### src/rtl/pc_gen_reg.sv
// pc_gen_reg: program-counter register for the RV32 fetch stage.
// Holds the fetch address, auto-increments on accepted fetches, handles
// stall/backpressure, branch/jump redirect (flush) and trap entry, and
// captures EPC / faulting address on a misaligned redirect target.
// Optional: define PC_COMPRESSED_EN for 16-bit (compressed) target alignment.
module pc_gen_reg #(
  parameter int unsigned      XLEN         = 32,
  parameter logic [XLEN-1:0]  RESET_VECTOR = 32'h0000_0000,
  parameter logic [XLEN-1:0]  TRAP_VECTOR  = 32'h0000_0100,
  parameter int unsigned      INC          = 4
) (
  input  logic            clk,
  input  logic            rst,
  input  logic            stall_i,
  input  logic            redirect_valid_i,
  input  logic [XLEN-1:0] redirect_target_i,
  input  logic            trap_i,
  input  logic            fetch_ready_i,
  output logic [XLEN-1:0] pc_o,
  output logic            pc_valid_o,
  output logic [XLEN-1:0] pc_plus_o,
  output logic [XLEN-1:0] epc_o,
  output logic [XLEN-1:0] badaddr_o,
  output logic            misalign_o
);

  localparam logic [XLEN-1:0] INC_W = XLEN'(INC);

  typedef enum logic [1:0] {
    BOOT = 2'd0,
    RUN  = 2'd1,
    HOLD = 2'd2
  } state_t;

  state_t            state, state_next;
  logic [XLEN-1:0]   pc_next;
  logic [XLEN-1:0]   epc_next;
  logic [XLEN-1:0]   badaddr_next;
  logic              misalign_next;
  logic              target_misaligned;

`ifdef PC_COMPRESSED_EN
  assign target_misaligned = redirect_target_i[0];
`else
  assign target_misaligned = |redirect_target_i[1:0];
`endif

  assign pc_plus_o  = pc_o + INC_W;
  assign pc_valid_o = (state != BOOT);

  // State register
  always_ff @(posedge clk or negedge rst) begin
    if (!rst) begin
      state <= BOOT;
    end else begin
      state <= state_next;
    end
  end

  // Next-state and next-datapath selection; trap > misaligned redirect >
  // redirect (flush, overrides stall) > stall/backpressure > accept
  always_comb begin
    state_next    = state;
    pc_next       = pc_o;
    epc_next      = epc_o;
    badaddr_next  = badaddr_o;
    misalign_next = 1'b0;
    case (state)
      BOOT: begin
        state_next = RUN;
      end
      RUN, HOLD: begin
        if (trap_i) begin
          pc_next    = TRAP_VECTOR;
          epc_next   = pc_o;
          state_next = RUN;
        end else if (redirect_valid_i && target_misaligned) begin
          pc_next       = TRAP_VECTOR;
          epc_next      = pc_o;
          badaddr_next  = redirect_target_i;
          misalign_next = 1'b1;
          state_next    = RUN;
        end else if (redirect_valid_i) begin
          pc_next    = redirect_target_i;
          state_next = RUN;
        end else if (stall_i || !fetch_ready_i) begin
          state_next = HOLD;
        end else begin
          pc_next    = pc_plus_o;
          state_next = RUN;
        end
      end
      default: begin
        state_next = BOOT;
      end
    endcase
  end

  // Datapath registers: PC, exception PC, bad address and misalign pulse
  always_ff @(posedge clk or negedge rst) begin
    if (!rst) begin
      pc_o       <= RESET_VECTOR;
      epc_o      <= '0;
      badaddr_o  <= '0;
      misalign_o <= 1'b0;
    end else begin
      pc_o       <= pc_next;
      epc_o      <= epc_next;
      badaddr_o  <= badaddr_next;
      misalign_o <= misalign_next;
    end
  end

endmodule

### config.mk
export PLATFORM = sky130hd
export DESIGN_NAME = pc_gen_reg
export DESIGN_NICKNAME = d
export VERILOG_FILES = /design/src/rtl/pc_gen_reg.sv
export SDC_FILE = /design/constraint.sdc
export NUM_CORES = 1
export LEC_CHECK = 0
export ABC_AREA = 1
export CAP_MARGIN = 20
export CORE_UTILIZATION = 30
export DETAILED_ROUTE_END_ITERATION = 16
export DONT_BUFFER_PORTS = 1
export PLACE_DENSITY = 0.46
export SLEW_MARGIN = 10
export SYNTH_ARGS = -nofsm -noshare
export SYNTH_HDL_FRONTEND = slang
export SYNTH_SLANG_ARGS = --single-unit
### constraint.sdc
create_clock -name clk -period 4 [get_ports clk]
set_input_delay 1.2 -clock clk [delete_from_list [all_inputs] [get_ports clk]]
set_output_delay 1.2 -clock clk [all_outputs]
set_load 0.1 [all_outputs]
# Word-level counts from Yosys, hierarchy flattened
# Cells that the tools add are included.
# W data, S select, Z words.
totals:
  ff_bits: 99
  input_bits: 38
  output_inout_bits: 130
  word_cells: 35
op_classes:
  add_sub_neg: 1
  n_eq_ne: 3
  muxes: 14
  bitwise_logic: 1
  n_reduce_logical: 11
ops:
  columns: ["op", "n"]
  rows:
  - ["$mux W32", 6]
  - ["$add A32 B3 Y32 const B", 1]
  - ["$mux W2", 4]
  - ["$ne A4 B4 Y1 const B", 1]
  - ["$pmux W2 S2", 1]
  - ["$reduce_and A2 Y1", 2]
  - ["$reduce_bool A2 Y1", 2]
  - ["$reduce_or A2 Y1", 2]
  - ["$mux W1", 3]
  - ["$reduce_and A3 Y1", 1]
  - ["$eq A2 B1 Y1 const B", 1]
  - ["$eq A2 B2 Y1 const B", 1]
  - ["$logic_not A2 Y1", 1]
  - ["$logic_and A1 B1 Y1", 1]
  - ["$logic_not A1 Y1", 1]
  - ["$logic_or A1 B1 Y1", 1]
  - ["$not A1 Y1", 1]

# Depth between registers and ports, before layout
# Gate-level depths: netlist (run 1).
depth:
  ltp_word: 7
  depth_mapped: 10
  ltp_nobuf: 10

# Worst setup path after synthesis (run 1)
# Ideal clock, no wire load.
synth_path:
  kind: "register to output"
  startpoint: "register pc_o[2]"
  endpoint: "output port pc_plus_o[7]"
  t_arrival_ps: 3293
  t_required_ps: 2800
  path_slack_ps: -493
  stages_incl_launch_ff: 5
  n_path_buf: 0
  path_cell_list: "dfrtp_1 inv_2 nor2_4 nand2_1 xor2_1"
synth_between:
  elab_chain_cells: 1
synth_rtl:
  columns: ["element", "line_no", "source"]
  rows:
  - ["start: declaration", "19", "output logic [XLEN-1:0] pc_o,"]
  - ["start signal: assignment", "107", "pc_o <= pc_next;"]
  - ["$add A32 B3 Y32", "48", "assign pc_plus_o = pc_o + INC_W;"]
  - ["end: declaration", "21", "output logic [XLEN-1:0] pc_plus_o,"]
# No other way between the ends.

# Final worst setup path (run 1)
layout_path:
  startpoint: "register pc_o[8]"
  endpoint: "output port pc_plus_o[27]"
# Same word-level chain as after synthesis.

==> results, run 1 <==
- The total negative slack for setup checks is 0 ns.
- The final standard cell utilization of the core is 38.0%.
- The horizontal extent of the die is 129 microns.
- The initial antenna violation count was 0.
- TritonCTS built the clock tree.
- The share of final-layout standard cells stronger than drive strength 1 is 14.2%.
- The share of the clock period used by the worst path after layout is 89.1%.
- The insertion delay of the later-clocked pin in the worst-skew pair is 0.35 ns.
- The largest fanout on the critical path is 6.
- The count of nets left with antenna violations once routing finished came out at 0.
- The post-CTS setup buffer count is 0.
- The endpoint kind of the worst setup timing path is an output port.
- Leaving out fill and tap cells, the most frequent cell in the layout is sky130_fd_sc_hd__nand2_1.
- The flow ran to the end, and the final reports show no timing, DRC or antenna violations.
- In this run the biggest area consumer among cell types represents 50.9% of the synthesized area.
- The total congestion overflow after global routing is 0.
- The via count of the first global-routing pass came to 4276.
- The sequential cell area fraction in the yosys report is 50.9%.
- Setup violations remaining at the end of the flow were counted as 0.
- The number of gates resized after CTS was 0.
- The number of top-level design ports is 168.
- The worst endpoint data arrival time is 2.36 ns.
- The combined buffer and inverter count along the critical path is 2.
- Entering global routing, the biggest net connects 100 pins.
- Counting every instance in the synthesized netlist gives 646.
- The first global-routing pass estimated 24.5 mm of wire.
- The floorplan die area is 16700 sq um.
- The number of fillers in the final layout is 1711.
- The root buffer cell chosen for the clock tree is sky130_fd_sc_hd__clkbuf_16.
- The total vias in the final route is 4319.
- The cell accounting for the most synthesized area is sky130_fd_sc_hd__dfrtp_1.
- In the final routed layout, each cell accounts on average for 17.8 microns.
- The top cell types in the final layout, fill and taps aside, are sky130_fd_sc_hd__nand2_1, sky130_fd_sc_hd__dfrtp_1, sky130_fd_sc_hd__inv_1, sky130_fd_sc_hd__nor2_1, sky130_fd_sc_hd__buf_4.
- At the worst endpoint, the required time is 2.80 ns.
- The number of optimization iterations in the first detailed-route pass is 4.
- The average size of a mapped cell is 7.53 sq um.
- In this run the tightest slew margin relative to its limit is 31.5%.
- Measured along the y axis, the die boundary spans 129 microns.
- The layout-stage area growth over the synthesis result is 24.1%.
- The critical path class is reg -> out.
- The row count is 46.
- The area of the mapped netlist is 4870 sq um.
- The slowest stage of the critical path belongs to the cell sky130_fd_sc_hd__dfrtp_1.
- After detailed routing, the number of vias per cell comes to 4.73.
- The final critical path time including I/O delays and setup is 3.56 ns.
- Ranked by total cell area, the synthesized netlist is headed by sky130_fd_sc_hd__dfrtp_1, sky130_fd_sc_hd__nand2_1, sky130_fd_sc_hd__inv_1, sky130_fd_sc_hd__o21ai_0, sky130_fd_sc_hd__nor2_1.
- The repair_antennas step left the layout with diodes totalling 0.
- The signal on the critical path passes through buf_4, nand2_1, nor2_1, nand2_2, nor2_1, nand3_1, nand2_1, buf_12.
- The H-tree depth reported by CTS is 3.
- The worst setup path is launched from a flip-flop.
- The number of storage elements in the synthesis netlist is 99.
- Hold repair after CTS inserted 0 buffers.
- The number of nets handed over by synthesis was 687.
- The final layout contains routed wiring with a total length of 16.2 mm.
- The final hold violation count was 0.
- The number of remaining DRC errors is 0.
- Routability-driven placement finished with a final weighted congestion of 0.847.
- The worst hold slack is 0.538 ns.
- The initial core utilization is 30.6%.
- The number of buffers created by CTS is 9.
- The reported max-cap violation count is 0.
- The count of pins over their slew limit is 0.
- The wire-length estimate of the detail-placed layout is 12.2 mm.
- The number of port buffers is 0.
- The number of warning messages in the yosys log is 0.
- The slew at the pin with the worst max-slew slack is 1.03 ns.
- The total clock sinks is 99.
- Clock skew on the completed layout was measured at 0.00986 ns.
- In this run the worst hold path is classified as in -> async.
- The highest attainable clock frequency is 281 MHz.
- In this run, the number of DRC markers left after iteration 0 of detailed routing was 187.
- Clock-pin slew was measured on the worst setup and hold paths at 0.07 ns.
- The delay of the slowest cell on the worst path is 0.37 ns.
- On the critical path the largest part of the delay comes from simple AND/OR/NAND/NOR gates.
- No sink is reached through more buffers than the 2 on the longest clock path.
- The post-synthesis cell type count is 28.
- The global routing usage summed across all routing layers is 20.1%.
- Setup repair after global routing left no endpoint under its margin.
- The total area inside the core boundary comes to 15900 sq um.
- After the last flow step, the layout net total stands at 734.
-- metrics by stage --
stage | cells | cell area, sq um | setup WS (ns)
finish | 913 | 6040 | 0.437
global placement | 898 | 5710 | 0.851
detailed placement | 898 | 5710 | 0.796
global route | 913 | 6040 | 0.245
floorplan | 646 | 4900 | 0.00905
CTS | 913 | 6040 | 0.398
-- final timing paths --
| path | from | endpoint | slack (ns) | cells after the start |
|---|---|---|---|---|
| worst min register to register | pc_o[31] | pc_o[31] | 0.54 | 2 |
| min in group clk | pc_o[31] | pc_o[31] | 0.54 | 2 |
| max in group asynchronous | rst | pc_o[31] | 3.33 | 0 |
| worst max-delay path | pc_o[8] | pc_plus_o[27] | 0.44 | 8 |
| worst min-delay path | rst | epc_o[15] | 0.54 | 0 |
| worst max register to register | state[1] | badaddr_o[19] | 1.56 | 7 |
-- state kept, by name, summed over array words and instances (netlist names) --
name	cells
misalign_o	1
epc_o	32
badaddr_o	32
state	2
pc_o	32
-- area by class of cell --
cell class | instances | area (sq um) | share of cell area (%)
tap | 216 | 270 | 4.47
sequential | 99 | 2480 | 41.1
timing repair buffer | 61 | 646 | 10.7
clock buffer | 9 | 225 | 3.73
clock inverter | 6 | 105 | 1.74
multi-input combinational | 453 | 2060 | 34.0
inverter | 69 | 259 | 4.29
-- cells in the mapped netlist --
library cell,n
sky130_fd_sc_hd__a21oi_1,19
sky130_fd_sc_hd__inv_2,4
sky130_fd_sc_hd__nor2_4,1
sky130_fd_sc_hd__buf_6,1
sky130_fd_sc_hd__inv_1,65
sky130_fd_sc_hd__dfrtp_1,99
sky130_fd_sc_hd__o21ai_0,42
sky130_fd_sc_hd__nor3_1,1
sky130_fd_sc_hd__o22ai_1,7
sky130_fd_sc_hd__xor2_1,7
sky130_fd_sc_hd__nor2_1,54
sky130_fd_sc_hd__nand2_1,244
sky130_fd_sc_hd__buf_1,1
sky130_fd_sc_hd__nand2_2,1
sky130_fd_sc_hd__o21ai_2,2
sky130_fd_sc_hd__ha_1,3
sky130_fd_sc_hd__nand4_1,1
sky130_fd_sc_hd__o211ai_1,1
sky130_fd_sc_hd__nor2_2,4
sky130_fd_sc_hd__nand3_1,29
sky130_fd_sc_hd__buf_2,8
sky130_fd_sc_hd__mux2_2,1
sky130_fd_sc_hd__buf_4,3
sky130_fd_sc_hd__clkbuf_1,12
sky130_fd_sc_hd__nand3b_1,2
sky130_fd_sc_hd__nor3_4,1
sky130_fd_sc_hd__o21ai_1,31
sky130_fd_sc_hd__mux2i_1,2
-- logic make-up after synthesis --
logic type                 count (synthesis)  synth area share (%)
AOI/OAI and AO/OA                        102                  10.9
xor gates and xnor gates                   7                  1.26
adders and majority gates                  3                 0.771
buffers and inverters                     94                  7.84
DFF                                       99                  50.9
muxes                                      3                 0.643
and+or+nand+nor                          338                  27.7
-- worst register-to-register path, cell delays in order, from the launching register on --
cell and delay, ns:
sky130_fd_sc_hd__dfrtp_1 0.37, sky130_fd_sc_hd__inv_1 0.05, sky130_fd_sc_hd__ha_1 0.33, sky130_fd_sc_hd__inv_2 0.07, sky130_fd_sc_hd__nor3_4 0.68, sky130_fd_sc_hd__inv_2 0.54, sky130_fd_sc_hd__nand2_1 0.19, sky130_fd_sc_hd__o21ai_1 0.08
-- metal layers --
layer	part of all wire, %	vias to the layer above	track usage [%]
met2	46	148	31.5
met1	44	2048	25.4
met5	0	-	0
met3	8.8	16	7.43
met4	1.9	0	6.64
li1	-	2107	-
Power of run 1 is left out: the tool's default activity adds up to more than one toggle a clock period on the data nets, which glitch-free logic cannot reach.
==> inputs of run 2 (changes only) <==
Settings changed: CTS_CLUSTER_DIAMETER set to 30.
Clock period 4 ns to 3.7 ns, I/O delays scaled along.
==> run 2 against run 1 <==
Compared with the run above:
- critical path type unchanged
- global-route usage hardly changed
- cell area unchanged
- non-clock buffer count decreased by 2
==> results, run 2 (synthesis gave the netlist of run 1 again) <==
- The worst endpoint data arrival time is 2.39 ns.
- Along the worst path, the maximum fanout reaches 5.
- In the global route stage, overall resource usage came out at 20.1%.
- The horizontal extent of the die is 129 microns.
- The floorplan step defined a die boundary enclosing 16700 sq um.
- The most common cell after layout, fill and taps aside is sky130_fd_sc_hd__nand2_1.
- The total clock sinks is 99.
- The highest attainable clock frequency is 286 MHz.
- The worst pin sits at a relative slew slack of 35.3%.
- The number of nets with antenna violations after detailed routing is 0.
- The count of pins over their slew limit is 0.
- The root buffer cell chosen for the clock tree is sky130_fd_sc_hd__clkbuf_16.
- The number of remaining DRC errors is 0.
- The run finished with clean final reports.
- Setup violations remaining at the end of the flow were counted as 0.
- The count of antenna diodes in the layout is 0.
- In the final routed layout, each cell accounts on average for 17.4 microns.
- In this run the deepest clock path goes through 2 buffers.
- After routing, the total negative slack on setup checks comes to 0 ns.
- The top cell family by delay on the critical path is simple AND/OR/NAND/NOR gates.
- The core region area is 15900 sq um.
- The post-CTS setup buffer count is 0.
- The pre-antenna-repair detailed-routing pass consisted of 4 iterations.
- The reported max-cap violation count is 0.
- In this design, the stage delay of the slowest critical-path cell is 0.36 ns.
- TritonCTS built the clock tree.
- The initial antenna violation count was 0.
- The worst setup path is captured at an output port.
- The per-cell via count in the routed design is 4.72.
- The share of the clock period used by the worst path after layout is 94.6%.
- The number of buffers created by CTS is 9.
- In the final layout, the registers with the most flip-flops are badaddr_o (32), epc_o (32), pc_o (32).
- The cell type with the highest occurrence count on the critical path is sky130_fd_sc_hd__nand2_1.
- The H-tree depth reported by CTS is 3.
- The slew at the pin with the worst max-slew slack is 0.970 ns.
- During I/O placement, the number of pins put on the boundary was 168.
- The number of hold buffers added after cts is 0.
- The total overflow left after global routing is 0.
- The final hold violation count came to 0.
- In the final layout, the share of cells above drive strength 1 is 14.0%.
- Walking the worst path, the cells encountered are ha_1, nand2_1, nor2_1, nand2_1, nor2_1, nand3_1, nand2_1, buf_12.
- The first global-routing pass estimated 24.7 mm of wire.
- The initial utilization of the core area, before any placement, comes to 30.6%.
- The count of nets after finishing is 732.
- The cell with the largest stage delay on the worst path is sky130_fd_sc_hd__dfrtp_2.
- The insertion delay of the later-clocked pin in the worst-skew pair is 0.36 ns.
- After the first detailed-routing iteration, the DRC count stood at 243.
- The via count of the first global-routing pass came to 4294.
- Setup repair after global routing left no endpoint under its margin.
- The number of port buffers is 0.
- The row count is 46.
- From synthesis to final layout, the design area changed by 24.1%.
- The final critical path time including I/O delays and setup is 3.50 ns.
- STA classifies the critical path startpoint as a flip-flop.
- The total vias in the final route is 4302.
- Entering global routing, the biggest net connects 100 pins.
- The worst setup path is of the reg -> out kind.
- The top cell types in the final layout, fill and taps aside, are sky130_fd_sc_hd__nand2_1, sky130_fd_sc_hd__dfrtp_1, sky130_fd_sc_hd__inv_1, sky130_fd_sc_hd__nor2_1, sky130_fd_sc_hd__buf_4.
- Wires add up to 15.9 mm.
- Once the clock tree was built, the resizer swapped 0 gates to a different size.
- At the end of routability-driven placement, the weighted congestion stood at 0.843.
- Data on the critical path is required at its endpoint by 2.59 ns.
- The combined buffer and inverter count along the critical path is 1.
- The HPWL after detailed placement is 12.0 mm.
- The worst hold path belongs to the class in -> async.
- After clock tree synthesis, the clock-pin slew on the worst setup and hold paths is 0.07 ns.
- The overall die height is 129 microns.
- Across the routed clock network, the largest skew measured is 0.00914 ns.
==> run 2: changes by cell type in the layout (fill, tap and decap cells not counted), sizes merged <==
cell    change
clkinv      -3
clkbuf      +4
bufinv      -1
buf         -2
==> run 2: path summary, 6_finish.rpt <==
check                      startpoint             to  slack (ns)  cells after the start
hold / removal                    rst      epc_o[14]        0.45                      0
setup reg to reg             state[0]  badaddr_o[30]        1.25                      7
setup / recovery              pc_o[3]  pc_plus_o[30]        0.20                      8
max in group asynchronous         rst        pc_o[1]        3.12                      0
hold reg to reg              pc_o[30]       pc_o[30]        0.58                      2
min in group clk             pc_o[30]       pc_o[30]        0.58                      2
==> run 2: layer usage <==
| metal | track usage (%) | wire (microns) | vias to the layer above |
|---|---|---|---|
| met4 | 7.27 | 258 | 0 |
| met5 | 0 | 0 | - |
| met3 | 5.82 | 1220 | 13 |
| li1 | - | - | 2109 |
| met2 | 31.8 | 7360 | 150 |
| met1 | 26.1 | 7060 | 2030 |
==> run 2: final cells by class <==
| class | instances | area [sq um] |
|---|---|---|
| Clock buffer | 13 | 260 |
| Clock inverter | 2 | 60.1 |
| Fill cell | 1662 | 9840 |
| Inverter | 69 | 259 |
| Multi-Input combinational cell | 453 | 2080 |
| Sequential cell | 99 | 2480 |
| Tap cell | 216 | 270 |
| Timing Repair Buffer | 59 | 631 |
==> run 2: per-stage QoR <==
| step | cells | util, % | hold slack, ns | area (sq um) | worst slack, ns |
|---|---|---|---|---|---|
| floorplan | 646 | - | 0.556 | 4940 | 0.0708 |
| global placement | 896 | 36.0 | 0.570 | 5720 | 0.642 |
| detailed placement | 896 | 36.0 | 0.555 | 5720 | 0.602 |
| CTS | 911 | 38.0 | 0.429 | 6040 | 0.194 |
| global route | 911 | 38.0 | 0.429 | 6040 | 0.00817 |
| finish | 911 | 38.0 | 0.451 | 6040 | 0.201 |
Power of run 2 is left out for the same reason.
